File: config.mk
export PLATFORM = sky130hd
export DESIGN_NAME = mmio_bus
export DESIGN_NICKNAME = d
export VERILOG_FILES = /design/src/rtl/soc_pkg.sv /design/src/rtl/mmio_decoder.sv /design/src/rtl/mmio_bus.sv
export SDC_FILE = /design/constraint.sdc
export NUM_CORES = 1
export LEC_CHECK = 0
export CORE_AREA = 2 2 122 124
export CTS_BUF_LIST = sky130_fd_sc_hd__clkbuf_4 sky130_fd_sc_hd__clkbuf_8 sky130_fd_sc_hd__clkbuf_16
export DETAILED_ROUTE_END_ITERATION = 12
export DIE_AREA = 0 0 124 126
export DONT_BUFFER_PORTS = 1
export PLACE_DENSITY_LB_ADDON = 0.12
export SLEW_MARGIN = 25
export SYNTH_ARGS = -nofsm -noshare
export SYNTH_HDL_FRONTEND = slang
export SYNTH_SLANG_ARGS = --single-unit
File: constraint.sdc
create_clock -name clk_i -period 4.57 [get_ports clk_i]
set_input_delay 0.914 -clock clk_i [delete_from_list [all_inputs] [get_ports clk_i]]
set_output_delay 0.914 -clock clk_i [all_outputs]
set_load 0.005 [all_outputs]
File: src/rtl/soc_pkg.sv
// soc_pkg: bus FSM states, RV32 size codes and the default SoC address map
package soc_pkg;

    typedef enum logic [1:0] {
        ST_IDLE   = 2'd0,
        ST_ACCESS = 2'd1,
        ST_RESP   = 2'd2
    } bus_state_e;

    localparam logic [2:0] MASK_B  = 3'b000;
    localparam logic [2:0] MASK_H  = 3'b001;
    localparam logic [2:0] MASK_W  = 3'b010;
    localparam logic [2:0] MASK_BU = 3'b100;
    localparam logic [2:0] MASK_HU = 3'b101;

    // slave 0: data_mem (1 KiB), slaves 1..3: 16-byte peripheral windows
    localparam int             DEF_NUM_SLAVES = 4;
    localparam logic [127:0]   DEF_SLAVE_BASE = {32'h1000_2000, 32'h1000_1000, 32'h1000_0000, 32'h0000_0000};
    localparam logic [31:0]    DEF_SLAVE_AW   = {8'd4, 8'd4, 8'd4, 8'd10};
    localparam int             DEF_TIMEOUT    = 16;

endpackage

File: src/rtl/mmio_decoder.sv
// mmio_decoder: priority address decode, window offset and alignment check
module mmio_decoder
    import soc_pkg::*;
#(
    parameter int                         NUM_SLAVES = DEF_NUM_SLAVES,
    parameter logic [NUM_SLAVES*32-1:0]   SLAVE_BASE = DEF_SLAVE_BASE,
    parameter logic [NUM_SLAVES*8-1:0]    SLAVE_AW   = DEF_SLAVE_AW
) (
    input  logic [31:0]             addr_i,
    input  logic [2:0]              mask_i,
    output logic [NUM_SLAVES-1:0]   hit_o,
    output logic [31:0]             offset_o,
    output logic                    misalign_o
);

    logic [NUM_SLAVES-1:0] raw;

    // compare the address above each window's size bits against its base
    always_comb begin
        raw = '0;
        for (int k = 0; k < NUM_SLAVES; k++)
            raw[k] = (addr_i >> SLAVE_AW[8*k +: 8]) == (SLAVE_BASE[32*k +: 32] >> SLAVE_AW[8*k +: 8]);
    end

    // isolate the lowest set bit so overlapping windows resolve to the lowest index
    assign hit_o = raw & (-raw);

    // offset relative to the winning base; raw address when nothing hits
    always_comb begin
        offset_o = addr_i;
        for (int k = 0; k < NUM_SLAVES; k++)
            if (hit_o[k]) offset_o = addr_i - SLAVE_BASE[32*k +: 32];
    end

    // reserved size codes are reported as misaligned
    assign misalign_o = (mask_i == MASK_H || mask_i == MASK_HU) ? addr_i[0] :
                        (mask_i == MASK_W) ? |addr_i[1:0] :
                        !(mask_i == MASK_B || mask_i == MASK_BU);

endmodule

File: src/rtl/mmio_bus.sv
// mmio_bus: core data port to NUM_SLAVES memory-mapped slaves with decode errors and timeout
module mmio_bus
    import soc_pkg::*;
#(
    parameter int                         NUM_SLAVES = DEF_NUM_SLAVES,
    parameter logic [NUM_SLAVES*32-1:0]   SLAVE_BASE = DEF_SLAVE_BASE,
    parameter logic [NUM_SLAVES*8-1:0]    SLAVE_AW   = DEF_SLAVE_AW,
    parameter int                         TIMEOUT    = DEF_TIMEOUT
) (
    input  logic                        clk_i,
    input  logic                        reset_i,
    input  logic                        req_valid_i,
    input  logic                        req_wen_i,
    input  logic [2:0]                  req_mask_i,
    input  logic [31:0]                 req_addr_i,
    input  logic [31:0]                 req_wdata_i,
    output logic                        req_ready_o,
    output logic                        rsp_valid_o,
    output logic [31:0]                 rsp_rdata_o,
    output logic                        rsp_err_o,
    output logic [NUM_SLAVES-1:0]       slv_sel_o,
    output logic                        slv_wen_o,
    output logic [2:0]                  slv_mask_o,
    output logic [31:0]                 slv_addr_o,
    output logic [31:0]                 slv_wdata_o,
    input  logic [NUM_SLAVES*32-1:0]    slv_rdata_i,
    input  logic [NUM_SLAVES-1:0]       slv_ready_i
);

    bus_state_e              state_q, state_d;
    logic [7:0]              cnt_q, cnt_d;
    logic [NUM_SLAVES-1:0]   sel_q, sel_d;
    logic                    wen_q, wen_d;
    logic [2:0]              mask_q, mask_d;
    logic [31:0]             addr_q, addr_d;
    logic [31:0]             wdata_q, wdata_d;
    logic                    rsp_valid_q, rsp_valid_d;
    logic [31:0]             rsp_rdata_q, rsp_rdata_d;
    logic                    rsp_err_q, rsp_err_d;

    logic [NUM_SLAVES-1:0]   dec_hit;
    logic [31:0]             dec_offset;
    logic                    dec_misalign;
    logic [31:0]             sel_rdata;

    mmio_decoder #(
        .NUM_SLAVES (NUM_SLAVES),
        .SLAVE_BASE (SLAVE_BASE),
        .SLAVE_AW   (SLAVE_AW)
    ) u_dec (
        .addr_i     (req_addr_i),
        .mask_i     (req_mask_i),
        .hit_o      (dec_hit),
        .offset_o   (dec_offset),
        .misalign_o (dec_misalign)
    );

    // read data of the currently selected slave
    always_comb begin
        sel_rdata = '0;
        for (int k = 0; k < NUM_SLAVES; k++)
            if (sel_q[k]) sel_rdata = slv_rdata_i[32*k +: 32];
    end

    // next state: accept and decode in IDLE, wait for ready or timeout in ACCESS, one-cycle RESP
    always_comb begin
        state_d     = state_q;
        cnt_d       = cnt_q;
        sel_d       = sel_q;
        wen_d       = wen_q;
        mask_d      = mask_q;
        addr_d      = addr_q;
        wdata_d     = wdata_q;
        rsp_valid_d = 1'b0;
        rsp_rdata_d = rsp_rdata_q;
        rsp_err_d   = rsp_err_q;
        case (state_q)
            ST_IDLE: begin
                if (req_valid_i) begin
                    wen_d   = req_wen_i;
                    mask_d  = req_mask_i;
                    addr_d  = dec_offset;
                    wdata_d = req_wdata_i;
                    if (|dec_hit && !dec_misalign) begin
                        sel_d   = dec_hit;
                        state_d = ST_ACCESS;
                    end else begin
                        state_d     = ST_RESP;
                        rsp_valid_d = 1'b1;
                        rsp_rdata_d = '0;
                        rsp_err_d   = 1'b1;
                    end
                end
            end
            ST_ACCESS: begin
                if (|(slv_ready_i & sel_q)) begin
                    sel_d       = '0;
                    cnt_d       = '0;
                    state_d     = ST_RESP;
                    rsp_valid_d = 1'b1;
                    rsp_rdata_d = wen_q ? 32'd0 : sel_rdata;
                    rsp_err_d   = 1'b0;
                end else if (cnt_q == 8'(TIMEOUT - 1)) begin
                    sel_d       = '0;
                    cnt_d       = '0;
                    state_d     = ST_RESP;
                    rsp_valid_d = 1'b1;
                    rsp_rdata_d = '0;
                    rsp_err_d   = 1'b1;
                end else begin
                    cnt_d = cnt_q + 8'd1;
                end
            end
            default: begin
                state_d = ST_IDLE;
                cnt_d   = '0;
            end
        endcase
    end

    // state and output registers; reset drops any in-flight transaction
    always_ff @(posedge clk_i or posedge reset_i) begin
        if (reset_i) begin
            state_q     <= ST_IDLE;
            cnt_q       <= '0;
            sel_q       <= '0;
            wen_q       <= 1'b0;
            mask_q      <= '0;
            addr_q      <= '0;
            wdata_q     <= '0;
            rsp_valid_q <= 1'b0;
            rsp_rdata_q <= '0;
            rsp_err_q   <= 1'b0;
        end else begin
            state_q     <= state_d;
            cnt_q       <= cnt_d;
            sel_q       <= sel_d;
            wen_q       <= wen_d;
            mask_q      <= mask_d;
            addr_q      <= addr_d;
            wdata_q     <= wdata_d;
            rsp_valid_q <= rsp_valid_d;
            rsp_rdata_q <= rsp_rdata_d;
            rsp_err_q   <= rsp_err_d;
        end
    end

    assign req_ready_o = (state_q == ST_IDLE);
    assign rsp_valid_o = rsp_valid_q;
    assign rsp_rdata_o = rsp_rdata_q;
    assign rsp_err_o   = rsp_err_q;
    assign slv_sel_o   = sel_q;
    assign slv_wen_o   = wen_q;
    assign slv_mask_o  = mask_q;
    assign slv_addr_o  = addr_q;
    assign slv_wdata_o = wdata_q;

endmodule

==> impl_metrics.toml, run 1 <==
[run]
cap_viol_max_count = 0

[floorplan]
ios = 310
dieArea_sq_mm = 0.01562
rows = 44
initial_core_util_pct = 41.22
die_ht_um = 126
core_sq_mm = 0.01431
die_width_um = 124

[yosys]
synth.ff_latch_count = 116
synthFlopType = "sky130_fd_sc_hd__dfrtp_1"
synth_edf_count = 0
synthTopCellsByArea = "sky130_fd_sc_hd__dfrtp_1, sky130_fd_sc_hd__nand2_1, sky130_fd_sc_hd__a22o_1"
synthCells = 678
synth.yosys.warnings = 0
synth_top_cell_by_area = "sky130_fd_sc_hd__dfrtp_1"
netlist.area_leader.share_pct = 49.20
netlist_cell_types = 50
synth.avg_cell_area_sq_um = 8.701
ys_async_sr_fraction_pct = 100.0
post_synthesis_net_count = 891
synth.yosys.seq_area_share_pct = 49.20
syn_area_sq_mm = 0.005899

[timing]
grt_setup_unrepaired = "false"
setup-violations-final = 0
fin_hold_ws_ps = 498.4
skew_ps = 7.059
slew_headroom_pct = 47.52
layout_worst_path_cycle_share_pct = 55.61
timing_worst_slew_pin_value_ps = 787.2
final_hold_viol_count = 0
timing_max_transition_violations_final = 0
period_needed_ps = 2541
timing.fmax_ghz = 0.3935
fin_setup_tns_ps = 0

[detailed_routing]
wl_per_cell_um = 20.28
routed-wl-met2_um = 8308
drt_pre_antenna_iters = 4
wl_met3_um = 1775
drc = 0
met1_length_um = 6740
route.vias.total = 4947
drt_wl_total_um = 17420
ant_nets = 0
drt_first_iter_violations = 305
maxUsedRoutingLayer = "met4"
route.detailed.vias_per_inst = 5.759

[clock_network]
clk_transition_reported_paths_ps = 50
cts.sink_count = 116
ctsHoldBuffers = 0
clock_latency_ps = 410
cts_htree_levels = 4
clk_root_buffer_cell = "sky130_fd_sc_hd__clkbuf_16"
clock_tree_from_tritoncts = "built"
clockBufferDepth = 2
cts_resized = 0
cts_setup_buffers = 0
tritoncts.num_buffers = 17

[power_and_ir_drop]
power_per_cell_area_mw_per_mm2 = 401.0
worst_ir_drop_vdd_v = 0.0002370
power.leakage_uw = 0.002983

[worst_setup_path]
cp-start-kind = "flop"
rrSetupSlack_ps = 2030
critical_path_class = "reg -> reg"
timing.rr.end = "rsp_err_o$_DFFE_PP0P_"
cp_data_required_time_ps = 4870
worstRegToRegCells = 8
arrival_time_at_the_worst_endpoint_ps = 2840
maximum_fanout_count_along_the_critical_path = 34
critical_r2r_launch = "slv_sel_o[1]$_DFFE_PP0P_"
setup.worst_path.end_class = "flop"

[global_routing]
initial_antenna_violation_count = 0
grt.total_usage_pct = 22.40
grt_pass1_wl_um = 26590
grt_max_degree = 68
globalRouteOverflowTotal = 0
grt_pass1_vias = 5058

[final_layout]
finish.net_count = 875
synthToLayoutAreaGrowth_pct = 12.00
n_fill_cell = 1398
postLayoutCellArea_sq_mm = 0.006608
post_route_cells_drive_above_1_share_pct = 9.481
n_antenna_cell = 0

[worst_hold_path]
hold_path_startpoint = "cnt_q[0]$_DFFE_PP0N_"
hold-path-endpoint = "cnt_q[0]$_DFFE_PP0N_"
whs_path_depth = 1
worstHoldPathType = "reg -> reg"

[place]
dp_hpwl_um = 13020
routabilityCongestion = 0.8569
placed_area_sq_mm = 0.006016
place.port_buffers = 0

[outcome]
run_status = "finished clean"
[cell usage in the layout, fill, tap and decap left out, types with 3 or more instances in the layout]
cell type,count
sky130_fd_sc_hd__nand2_1,203
sky130_fd_sc_hd__dfrtp_1,114
sky130_fd_sc_hd__nor2_1,44
sky130_fd_sc_hd__a21oi_1,43
sky130_fd_sc_hd__o21ai_0,38
sky130_fd_sc_hd__a22oi_1,34
sky130_fd_sc_hd__a22o_1,32
sky130_fd_sc_hd__clkbuf_16,17
sky130_fd_sc_hd__o21ai_1,14
sky130_fd_sc_hd__o22a_1,13
sky130_fd_sc_hd__nand3_1,11
sky130_fd_sc_hd__ha_1,10
sky130_fd_sc_hd__buf_4,10
sky130_fd_sc_hd__inv_1,5
sky130_fd_sc_hd__nor3_1,5
sky130_fd_sc_hd__clkinv_2,5
sky130_fd_sc_hd__xnor2_1,4
sky130_fd_sc_hd__inv_2,3
sky130_fd_sc_hd__nor4_1,3
sky130_fd_sc_hd__o21a_1,3
sky130_fd_sc_hd__nor3_2,3
sky130_fd_sc_hd__nand2b_1,3
sky130_fd_sc_hd__nand4_1,3
sky130_fd_sc_hd__and3_1,3
sky130_fd_sc_hd__clkinv_4,3
sky130_fd_sc_hd__clkinvlp_4,3
[routing by layer]
layer | GRT usage, % | vias to the layer above
met3 | 9.194 | 42
met5 | 0 | -
met1 | 25.93 | 2337
li1 | - | 2325
met2 | 35.88 | 243
met4 | 10.64 | 0
[layout make-up]
cell class | instances | area, sq um | area share (%)
Sequential cell | 116 | 2905 | 43.97
Multi-Input combinational cell | 508 | 2774 | 41.98
Clock buffer | 19 | 452.9 | 6.855
Tap cell | 184 | 230.2 | 3.484
Clock inverter | 13 | 133.9 | 2.026
Timing Repair Buffer | 10 | 75.07 | 1.136
Inverter | 9 | 36.28 | 0.5491
[sequential cells by signal, indices dropped and copies added (netlist names)]
name / count
rsp_err_o: 1
slv_sel_o: 4
slv_wen_o: 1
rsp_valid_o: 1
state_q: 2
slv_wdata_o: 32
cnt_q: 8
slv_addr_o: 32
rsp_rdata_o: 32
slv_mask_o: 3
[critical path, stage by stage, from the launching register on]
cell	delay (ps)
sky130_fd_sc_hd__dfrtp_1	640
sky130_fd_sc_hd__buf_4	340
sky130_fd_sc_hd__a22oi_1	220
sky130_fd_sc_hd__nand2_1	150
sky130_fd_sc_hd__o21ai_2	300
sky130_fd_sc_hd__a32o_1	170
sky130_fd_sc_hd__buf_4	350
sky130_fd_sc_hd__inv_2	60
sky130_fd_sc_hd__o21a_1	170
[power breakdown]
| part | switching [uW] | internal (uW) | leakage (uW) |
|---|---|---|---|
| sequential | 71.9 | 1110 | 0.00148 |
| clock | 472 | 826 | 0.000284 |
| combinational | 112 | 59.5 | 0.00122 |
[cells by family after synthesis]
group / count (synthesis) / synth area share (%)
AOI/OAI and AO/OA: 194 / 22.10
buffers and inverters: 54 / 4.093
xor gates and xnor gates: 6 / 0.8908
adders and majority gates: 10 / 2.121
DFF: 116 / 49.20
and+or+nand+nor: 298 / 21.59
[synth_stat cells, types with 2 or more instances]
cell type	count
sky130_fd_sc_hd__o21ai_4	2
sky130_fd_sc_hd__inv_2	3
sky130_fd_sc_hd__o22a_1	13
sky130_fd_sc_hd__nand4_1	3
sky130_fd_sc_hd__a22oi_1	34
sky130_fd_sc_hd__nand2_1	204
sky130_fd_sc_hd__o221ai_1	2
sky130_fd_sc_hd__dfrtp_1	116
sky130_fd_sc_hd__nor3_2	3
sky130_fd_sc_hd__nor4b_1	2
sky130_fd_sc_hd__buf_2	7
sky130_fd_sc_hd__nor2_2	2
sky130_fd_sc_hd__and2_1	2
sky130_fd_sc_hd__nor4_1	3
sky130_fd_sc_hd__inv_1	6
sky130_fd_sc_hd__a22o_1	32
sky130_fd_sc_hd__nor3_1	5
sky130_fd_sc_hd__nor2_1	45
sky130_fd_sc_hd__nor2b_1	3
sky130_fd_sc_hd__nand3_1	11
sky130_fd_sc_hd__xor2_1	2
sky130_fd_sc_hd__or3_4	2
sky130_fd_sc_hd__o21ai_0	38
sky130_fd_sc_hd__buf_6	4
sky130_fd_sc_hd__and3_1	3
sky130_fd_sc_hd__o21a_1	3
sky130_fd_sc_hd__a21o_1	2
sky130_fd_sc_hd__or3_1	2
sky130_fd_sc_hd__o21ai_1	14
sky130_fd_sc_hd__nand2b_1	3
sky130_fd_sc_hd__clkbuf_1	34
sky130_fd_sc_hd__a21oi_1	43
sky130_fd_sc_hd__xnor2_1	4
sky130_fd_sc_hd__ha_1	10
[worst max path at each step]
stage | from | end | slack (ps)
after global placement | req_addr_i[29] | rsp_err_o$_DFFE_PP0P_ | 1790
after CTS | slv_sel_o[1]$_DFFE_PP0P_ | rsp_rdata_o[30]$_DFFE_PP0P_ | 1770
final | slv_sel_o[1]$_DFFE_PP0P_ | rsp_err_o$_DFFE_PP0P_ | 2030
after global routing | slv_sel_o[1]$_DFFE_PP0P_ | rsp_rdata_o[28]$_DFFE_PP0P_ | 1810
after floorplan | reset_i | cnt_q[0]$_DFFE_PP0N_ | 580
after detailed placement | req_addr_i[29] | rsp_err_o$_DFFE_PP0P_ | 1720
[through the flow]
step | std cells | total power, uW | utilization, % | setup slack [ps]
global placement | 827 | 1368 | 41.99 | 1792
CTS | 859 | 2689 | 46.13 | 1767
global route | 859 | 2787 | 46.16 | 1807
floorplan | 678 | 1319 | - | 583.6
detailed placement | 827 | 1374 | 42.03 | 1722
finish | 859 | 2650 | 46.16 | 2029
Power figures use the tool's default switching activity.
==> run 2, diff against run 1 <==
- clock period: 4.57 -> 2.4 ns (I/O delays scaled with it)
==> impl_metrics.toml, run 2 (synthesis gave the netlist of run 1 again) <==
[run]
cap_viol_max_count = 0

[timing]
timing_worst_slew_pin_value_ps = 769.1
grt_setup_unrepaired = "false"
fin_hold_ws_ps = 118.5
timing_max_transition_violations_final = 0
slew_headroom_pct = 48.62
skew_ps = 9.278
timing.fmax_ghz = 0.4956
setup-violations-final = 0
final_hold_viol_count = 0
period_needed_ps = 2018
fin_setup_tns_ps = 0
layout_worst_path_cycle_share_pct = 84.07

[clock_network]
clock_tree_from_tritoncts = "built"
cts_htree_levels = 4
tritoncts.num_buffers = 17
cts_setup_buffers = 0
clock_latency_ps = 410
cts.sink_count = 116
cts_resized = 0
clk_root_buffer_cell = "sky130_fd_sc_hd__clkbuf_16"
clk_transition_reported_paths_ps = 50
clockBufferDepth = 2
ctsHoldBuffers = 0

[final_layout]
post_route_cells_drive_above_1_share_pct = 9.882
n_antenna_cell = 0
finish.net_count = 878
synthToLayoutAreaGrowth_pct = 14.23
register_area_sq_mm = 0.002905
multi_input_comb_area_sq_mm = 0.002769
final_cell_mix = "sky130_fd_sc_hd__nand2_1, sky130_fd_sc_hd__dfrtp_1, sky130_fd_sc_hd__nor2_1, sky130_fd_sc_hd__a21oi_1, sky130_fd_sc_hd__o21ai_0"
final_common_cell = "sky130_fd_sc_hd__nand2_1"
final-instance-count-excl-fill = 862
n_fill_cell = 1413

[detailed_routing]
route.detailed.vias_per_inst = 5.765
drc = 0
ant_nets = 0
drt_pre_antenna_iters = 4
drt_first_iter_violations = 307
wl_per_cell_um = 19.84
drt_wl_total_um = 17100
route.vias.total = 4969

[global_routing]
gr-max-usage-layer = "met2"
grt_pass1_vias = 5024
grt.total_usage_pct = 21.94
groute.layer.met1.usage_pct = 26.39
global_route.usage.met3_pct = 9.239
grt_use_met2_pct = 34.97
grt_pass1_wl_um = 26230
globalRouteOverflowTotal = 0
grt_max_degree = 117
initial_antenna_violation_count = 0

[floorplan]
core_sq_mm = 0.01431
initial_core_util_pct = 41.22
die_width_um = 124
die_ht_um = 126
ios = 310
rows = 44
dieArea_sq_mm = 0.01562

[worst_setup_path]
setup.worst_path.end_class = "flop"
maximum_fanout_count_along_the_critical_path = 33
cp_data_required_time_ps = 2690
longest_individual_stage_delay_on_the_worst_path_ps = 420
cp_cell_sequence = "or3_4 > nor3_2 > o21ai_2 > a32o_1 > buf_12 > a22o_1"
cp-start-kind = "flop"
crit_slowest_cell = "sky130_fd_sc_hd__dfrtp_1"
critical_path_class = "reg -> reg"
arrival_time_at_the_worst_endpoint_ps = 2310

[outcome]
run_status = "finished clean"

[place]
dp_cells = 830
dp_hpwl_um = 12630
place.port_buffers = 0
routabilityCongestion = 0.9647

[power_and_ir_drop]
power.leakage_uw = 0.003044
power_per_cell_area_mw_per_mm2 = 799.2
worst_ir_drop_vdd_v = 0.0004434

[worst_hold_path]
worstHoldPathType = "in -> async"
-- run 2: changes by cell type in the layout (fill, tap and decap cells not counted) --
cell | previous run | this run
sky130_fd_sc_hd__clkinv_4 | 3 | 2
sky130_fd_sc_hd__clkbuf_4 | 0 | 1
sky130_fd_sc_hd__nor2_2 | 2 | 3
sky130_fd_sc_hd__inv_4 | 1 | 0
sky130_fd_sc_hd__clkinv_2 | 5 | 2
sky130_fd_sc_hd__buf_12 | 0 | 3
sky130_fd_sc_hd__bufinv_16 | 2 | 5
sky130_fd_sc_hd__nor2_4 | 1 | 0
sky130_fd_sc_hd__inv_6 | 0 | 1
-- run 2: report_power, final --
group          leakage (uW)  switching [uW]  internal, uW
logic               0.00125             216           123
clock network      0.000320             888          1910
registers           0.00148             139          2110
total               0.00304            1240          4140
-- run 2: path summary, 6_finish.rpt --
check                                     startpoint                          end  slack [ps]  depth (start not counted)
max                             cnt_q[5]$_DFFE_PP0N_  rsp_rdata_o[12]$_DFFE_PP0P_         380                          6
min                                          reset_i  rsp_rdata_o[22]$_DFFE_PP0P_         120                          2
max reg2reg                     cnt_q[5]$_DFFE_PP0N_  rsp_rdata_o[12]$_DFFE_PP0P_         380                          6
min reg2reg                slv_addr_o[6]$_DFFE_PP0P_    slv_addr_o[6]$_DFFE_PP0P_         500                          2
max in group asynchronous                    reset_i     slv_sel_o[2]$_DFFE_PP0P_        1820                          2
min in group clk_i                   req_wdata_i[24]  slv_wdata_o[24]$_DFFE_PP0P_         170                          2
-- run 2: final cells by class --
class,instances,area share (%)
Sequential cell,116,43.11
Multi-Input combinational cell,508,41.09
Clock buffer,20,6.833
Tap cell,184,3.416
Clock inverter,12,2.989
Timing Repair Buffer,13,2.005
Inverter,9,0.5570
-- run 2: metrics by stage --
step	setup WS, ps	instance area (sq um)	power [uW]	utilization, %
finish	382.4	6739	5386	47.08
global route	174.0	6739	5623	47.08
CTS	363.5	6739	5454	47.08
detailed placement	61.52	6077	2629	42.46
global placement	125.3	6072	2619	42.42
floorplan	128.4	5903	2511	-
-- run 2: worst max-delay path, delay by kind of cell (launching register included) --
family,cells,cell delay [ps]
buf+inv,1,180
flops,1,420
simple gates,2,630
compound gates,3,650
-- run 2: routing by layer --
layer  vias to the layer above  routed length (um)
li1                       2332                   -
met1                      2348                6750
met2                       259                8217
met3                        30                1816
met4                         0                 318
met5                         -                   0
